$ cat src/rtl/conv_pkg.sv
// Shared helpers for the convolution window controller: width math, output-map
// dimensions and the elaboration-time parameter legality check.
package conv_pkg;

  // Ceiling log2, clamped to 1 so that degenerate sizes still give a legal vector.
  function automatic int clog2(input int n);
    int r;
    r = 0;
    for (int i = 0; i < 32; i++)
      if ((1 << r) < n) r++;
    return (r < 1) ? 1 : r;
  endfunction

  function automatic int out_dim(input int len, input int k, input int s);
    return (len - k) / s + 1;
  endfunction

  function automatic bit params_ok(input int k, input int w, input int h, input int s);
    return (k >= 1) && (k <= w) && (k <= h) && (s >= 1);
  endfunction

endpackage

$ cat src/rtl/conv_axis_counter.sv
// One image axis: wrapping position counter plus a stride-phase counter that
// starts once the position reaches the first full window.
module conv_axis_counter
  import conv_pkg::*;
#(
  parameter int LENGTH = 28,
  parameter int K      = 5,
  parameter int STRIDE = 1
) (
  input  logic clk,
  input  logic reset,
  input  logic step,
  output logic wrap,
  output logic hit
);

  localparam int PW = clog2(LENGTH);
  localparam int SW = clog2(STRIDE);

  logic [PW-1:0] pos_q, pos_d;
  logic [SW-1:0] ph_q, ph_d;

  assign wrap = step && (pos_q == PW'(LENGTH - 1));
  assign hit  = (pos_q >= PW'(K - 1)) && (ph_q == '0);

  always_comb begin
    pos_d = pos_q;
    ph_d  = ph_q;
    if (step) begin
      if (wrap) begin
        pos_d = '0;
        ph_d  = '0;
      end else begin
        pos_d = pos_q + 1'b1;
        // Phase only moves from the first complete window onwards, so it is 0 there.
        if (pos_q >= PW'(K - 1))
          ph_d = (ph_q == SW'(STRIDE - 1)) ? '0 : ph_q + 1'b1;
      end
    end
  end

  always_ff @(posedge clk) begin
    if (reset) begin
      pos_q <= '0;
      ph_q  <= '0;
    end else begin
      pos_q <= pos_d;
      ph_q  <= ph_d;
    end
  end

endmodule

$ cat src/rtl/conv_window_ctrl.sv
// Raster-stream window tracker: strobes enable (one cycle late) for every KxK
// window on the stride grid, with output-map coordinates and frame status.
module conv_window_ctrl
  import conv_pkg::*;
#(
  parameter int DATA_WIDTH   = 16,
  parameter int KERNEL_SIZE  = 5,
  parameter int IMAGE_WIDTH  = 28,
  parameter int IMAGE_HEIGHT = 28,
  parameter int STRIDE       = 1,
  localparam int OUT_W = out_dim(IMAGE_WIDTH, KERNEL_SIZE, STRIDE),
  localparam int OUT_H = out_dim(IMAGE_HEIGHT, KERNEL_SIZE, STRIDE),
  localparam int CW    = clog2(OUT_W),
  localparam int RW    = clog2(OUT_H)
) (
  input  logic          clk,
  input  logic          reset,
  input  logic          in_valid,
  output logic          enable,
  output logic [RW-1:0] out_row,
  output logic [CW-1:0] out_col,
  output logic          frame_done,
  output logic          busy
);

  // Output counters must be able to hold OUT_W/OUT_H once the last window is taken.
  localparam int OCW = clog2(OUT_W + 1);
  localparam int ORW = clog2(OUT_H + 1);

  if (!params_ok(KERNEL_SIZE, IMAGE_WIDTH, IMAGE_HEIGHT, STRIDE)) begin : g_bad_params
    $error("conv_window_ctrl: illegal KERNEL_SIZE/IMAGE/STRIDE combination");
  end

  logic col_wrap, col_hit, row_wrap, row_hit;

  conv_axis_counter #(.LENGTH(IMAGE_WIDTH), .K(KERNEL_SIZE), .STRIDE(STRIDE)) u_col (
    .clk(clk), .reset(reset), .step(in_valid), .wrap(col_wrap), .hit(col_hit)
  );

  conv_axis_counter #(.LENGTH(IMAGE_HEIGHT), .K(KERNEL_SIZE), .STRIDE(STRIDE)) u_row (
    .clk(clk), .reset(reset), .step(col_wrap), .wrap(row_wrap), .hit(row_hit)
  );

  logic [OCW-1:0] oc_q, oc_d;
  logic [ORW-1:0] or_q, or_d;
  logic [CW-1:0]  col_q, col_d;
  logic [RW-1:0]  row_q, row_d;
  logic           en_q, en_d, fd_q, fd_d, busy_q, busy_d;
  logic           hit, row_last_hit;

  assign hit = in_valid && col_hit && row_hit &&
               (oc_q < OCW'(OUT_W)) && (or_q < ORW'(OUT_H));
  assign row_last_hit = hit && (oc_q == OCW'(OUT_W - 1));

  always_comb begin
    oc_d   = oc_q;
    or_d   = or_q;
    col_d  = col_q;
    row_d  = row_q;
    busy_d = busy_q;
    en_d   = hit;
    fd_d   = row_last_hit && (or_q == ORW'(OUT_H - 1));
    if (hit) begin
      oc_d  = oc_q + 1'b1;
      col_d = oc_q[CW-1:0];
      row_d = or_q[RW-1:0];
    end
    if (row_last_hit) or_d = or_q + 1'b1;
    if (col_wrap)     oc_d = '0;
    if (row_wrap)     or_d = '0;
    // row_wrap only fires on the final pixel of the frame.
    if (in_valid)     busy_d = !row_wrap;
  end

  always_ff @(posedge clk) begin
    if (reset) begin
      oc_q   <= '0;
      or_q   <= '0;
      col_q  <= '0;
      row_q  <= '0;
      en_q   <= 1'b0;
      fd_q   <= 1'b0;
      busy_q <= 1'b0;
    end else begin
      oc_q   <= oc_d;
      or_q   <= or_d;
      col_q  <= col_d;
      row_q  <= row_d;
      en_q   <= en_d;
      fd_q   <= fd_d;
      busy_q <= busy_d;
    end
  end

  assign enable     = en_q;
  assign out_row    = row_q;
  assign out_col    = col_q;
  assign frame_done = fd_q;
  assign busy       = busy_q;

endmodule
$ cat config.mk
export PLATFORM = sky130hd
export DESIGN_NAME = conv_window_ctrl
export DESIGN_NICKNAME = d
export VERILOG_FILES = /design/src/rtl/conv_pkg.sv /design/src/rtl/conv_axis_counter.sv /design/src/rtl/conv_window_ctrl.sv
export SDC_FILE = /design/constraint.sdc
export NUM_CORES = 1
export LEC_CHECK = 0
export CAP_MARGIN = 10
export CORE_MARGIN = 10
export CORE_UTILIZATION = 52
export CTS_BUF_LIST = sky130_fd_sc_hd__clkbuf_4 sky130_fd_sc_hd__clkbuf_8
export DETAILED_ROUTE_END_ITERATION = 10
export PLACE_DENSITY = 0.82
export SLEW_MARGIN = 20
export SYNTH_ARGS = -nofsm -noshare
export SYNTH_HDL_FRONTEND = slang
export SYNTH_SLANG_ARGS = --single-unit
$ cat constraint.sdc
create_clock -name clk -period 1.7 [get_ports clk]
set_input_delay 0.51 -clock clk [delete_from_list [all_inputs] [get_ports clk]]
set_output_delay 0.51 -clock clk [all_outputs]
set_load 0.01 [all_outputs]
==> metrics.csv <==
stage,metric,value,unit
timing,relative slew slack,0.773,
die,Rows,19,
setup_path,slowest CP cell,clkdlybuf4s50_1,
drt,DRT met1 WL,1300,µm
grt,total track usage,0.126,
synth,post-synth net total,171,
clock_network,Clock transition at path regs,0.08,ns
final_layout,number of inserted diodes,0,
die,Die X,72.9,µm
synth,Area contributors post-synth,"dfxtp_1 (45%), a21oi_1 (6.9%), nand3_1 (5.5%)",
setup_path,CP top delay family,buffers and inverters,
final_layout,Post-layout nets,207,
timing,crit share post-route,0.988,
clock_network,clock buffer depth,2,
setup_path,CP peak stage delay,0.53,ns
synth,post-synth top area share,0.454,
grt,initial antenna violation count,0,
die,core box area,2710,µm²
power,clock power share,0.311,
synth,Syn. warnings,0,
hold_path,Worst Hold Class,reg2reg,
final_layout,final non-filler cell total,228,
die,Starting Density,0.537,
timing,Max Clk Rate,595,MHz
drt,via count,1291,
clock_network,"Hold-fix buffers, CTS",0,
drt,Via density,5.66,
place,post-detail-place hpwl,2450,µm
final_layout,Final Util,0.660,
place,number of port buffers,15,
timing,worst hold slack,0.456,ns
drt,met3 WL,167,µm
synth,"flops & latches, synth",33,
timing,Setup WS post-layout,0.0197,ns
place,Placer Congestion,0.838,
power,Sw Pwr,275,µW
power,Cell Pwr Density,685,nW/µm²
clock_network,CTS tree,yes,
drt,final WL,3160,µm
grt,GRT overflow,0,
power,static leakage power,0.000740,µW
drt,routed wl met2,1600,µm
power,Comb power frac,0.048,
place,placed cells,222,
timing,final hold vios,0,
setup_path,crit path from,enable$_SDFF_PP0_,
outcome,status,finished clean,
power,P_int,949,µW
grt,largest net degree at the start of global routing,15,
clock_network,CTS buffer count,5,
setup_path,CP bufs+invs,1,
setup_path,"Critical Path, Cell by Cell",clkdlybuf4s50_1,
setup_path,element type at the critical path start,flop,
grt,first-pass GRT wire length,5490,µm
setup_path,WS Path Type,reg2out,
drt,drt drc,0,
synth,post-synth cell types,36,
die,Top Ports,16,
synth,Synth area leader,dfxtp_1,
clock_network,"Clk Latency, worst-skew pair",0.33,ns
power,peak supply drop,0.000566,V
clock_network,CTS root buf,clkbuf_4,
power,Sw Ratio,0.225,
synth,register area share after synthesis,0.454,
drt,Wirelength per Cell,13.9,µm
power,Flop pwr share,0.641,
timing,clock skew,0.00856,ns
job,max_cap viols,0,
timing,fin crit period,1.68,ns
timing,RSZ-0062 raised after global routing,no,
drt,first-pass detailed-route iteration total,4,
clock_network,# H-tree levels,2,
setup_path,Crit. End Element,output pin,
setup_path,Crit path required time,1.19,ns
die,Die Height,72.9,µm
setup_path,reg2reg start,u_col.pos_q[0]$_SDFFE_PP0P_,
hold_path,worst hold start,out_row[1]$_SDFFE_PP0P_,
drt,ANT nets after route,0,
setup_path,CP Max Fanout,1,
final_layout,Finished Cell Area,1790,µm²
final_layout,layout cells sized above 1,0.162,
timing,slew at the pin with the worst max-slew slack,0.339,ns
final_layout,synth-to-layout area growth,23.0,%
synth,Gate Count Post-Synth,162,
die,die area,5310,µm²
place,DP Worst Slack,-0.443,ns
drt,drt first-iter violations,66,
timing,Final Max Tran Viols,0,
drt,Highest Signal Layer,met4,
place,dpl cell area,1750,µm²
clock_network,Clock Sink Count,33,
synth,Syn Area/Cell,8.98,µm²
synth,post-synthesis cell area,1460,µm²
setup_path,crit path DAT,1.17,ns
timing,final setup fails,0,
grt,vias in the first global route,1307,
-- cells in the final DEF, fill, tap and decap left out, types with 2 or more instances in the layout --
master,n
or3_1,3
nand2b_1,2
dlygate4sd2_1,12
nand4_1,3
ha_1,5
nand3_1,16
clkdlybuf4s50_1,2
nor2_1,13
nand2_1,16
dfxtp_1,33
or4_1,2
and3_1,3
nand4b_1,3
mux2i_1,2
xnor2_1,2
o21ai_0,5
a21oi_1,20
xor2_1,4
clkbuf_4,5
or3_4,2
o31ai_1,2
buf_4,19
inv_1,7
-- Yosys cell counts, drive strengths merged --
master   n
dfxtp   33
a21oi   20
nand2   17
nand3   17
nor2    13
inv      7
ha       6
o21ai    6
or3      5
buf      4
nand4    4
xor2     4
and3     3
nand4b   3
mux2i    2
nand2b   2
o31ai    2
or4      2
xnor2    2
a21boi   1
a31oi    1
a41oi    1
and4b    1
clkbuf   1
nand3b   1
nor2b    1
nor3     1
nor4     1
or4b     1
-- sequential cells by signal (all words and copies together), names as in the netlist --
signal / cells
busy: 1
u_row.pos_q: 5
out_row: 5
u_col.pos_q: 5
out_col: 5
or_q: 5
enable: 1
oc_q: 5
frame_done: 1
-- power groups by stage --
stage | Combinational, µW | Sequential (µW) | Clock [µW]
3_3_place_gp | 58.2 | 802 | 0
3_5_place_dp | 61.0 | 803 | 0
5_1_grt | 65.0 | 786 | 418
2_1_floorplan | 32.8 | 803 | 0
4_1_cts | 59.0 | 785 | 387
6_report | 59.1 | 785 | 381
-- through the flow --
step	power, µW	TNS [ns]
2_1_floorplan	836	0
3_3_place_gp	860	-8.83
3_5_place_dp	864	-9.95
4_1_cts	1230	0
5_1_grt	1270	0
6_report	1220	0
-- kinds of logic (layout without fill, tap and decap cells) --
family	count (synthesis)	in the layout	share of synthesized area
buffers and inverters	12	47	0.0439
adders and majority gates	6	6	0.0516
muxes	2	2	0.0138
and+or+nand+nor	72	72	0.278
DFF	33	33	0.454
AOI/OAI and AO/OA	31	31	0.123
xor gates and xnor gates	6	6	0.0361
-- metal layers --
metal	vias to the layer above	track usage
met1	600	0.123
li1	645	-
met4	0	0.0675
met2	32	0.229
met3	14	0.0422
met5	-	0
-- repair_timing --
action / CTS / global route
resized for setup: 12 / 4
setup buffers: 0 / 0
endpoints found under the setup margin: 19 / 4
-- final timing paths --
check	endpoint	slack [ns]	depth (start not counted)
worst max-delay path	enable	0.02	1
worst min-delay path	out_row[1]$_SDFFE_PP0P_	0.46	2
worst max register to register	u_row.pos_q[4]$_SDFFE_PP0N_	0.11	5
worst min register to register	out_row[1]$_SDFFE_PP0P_	0.46	2
-- cell type report --
type / instances / area (µm²)
Clock inverter: 1 / 5.00
Timing Repair Buffer: 34 / 280
Sequential cell: 33 / 661
Tap cell: 31 / 38.8
Multi-Input combinational cell: 117 / 741
Fill cell: 224 / 921
Inverter: 7 / 26.3
Clock buffer: 5 / 37.5
Note: power is estimated with default switching activity, not from simulation.
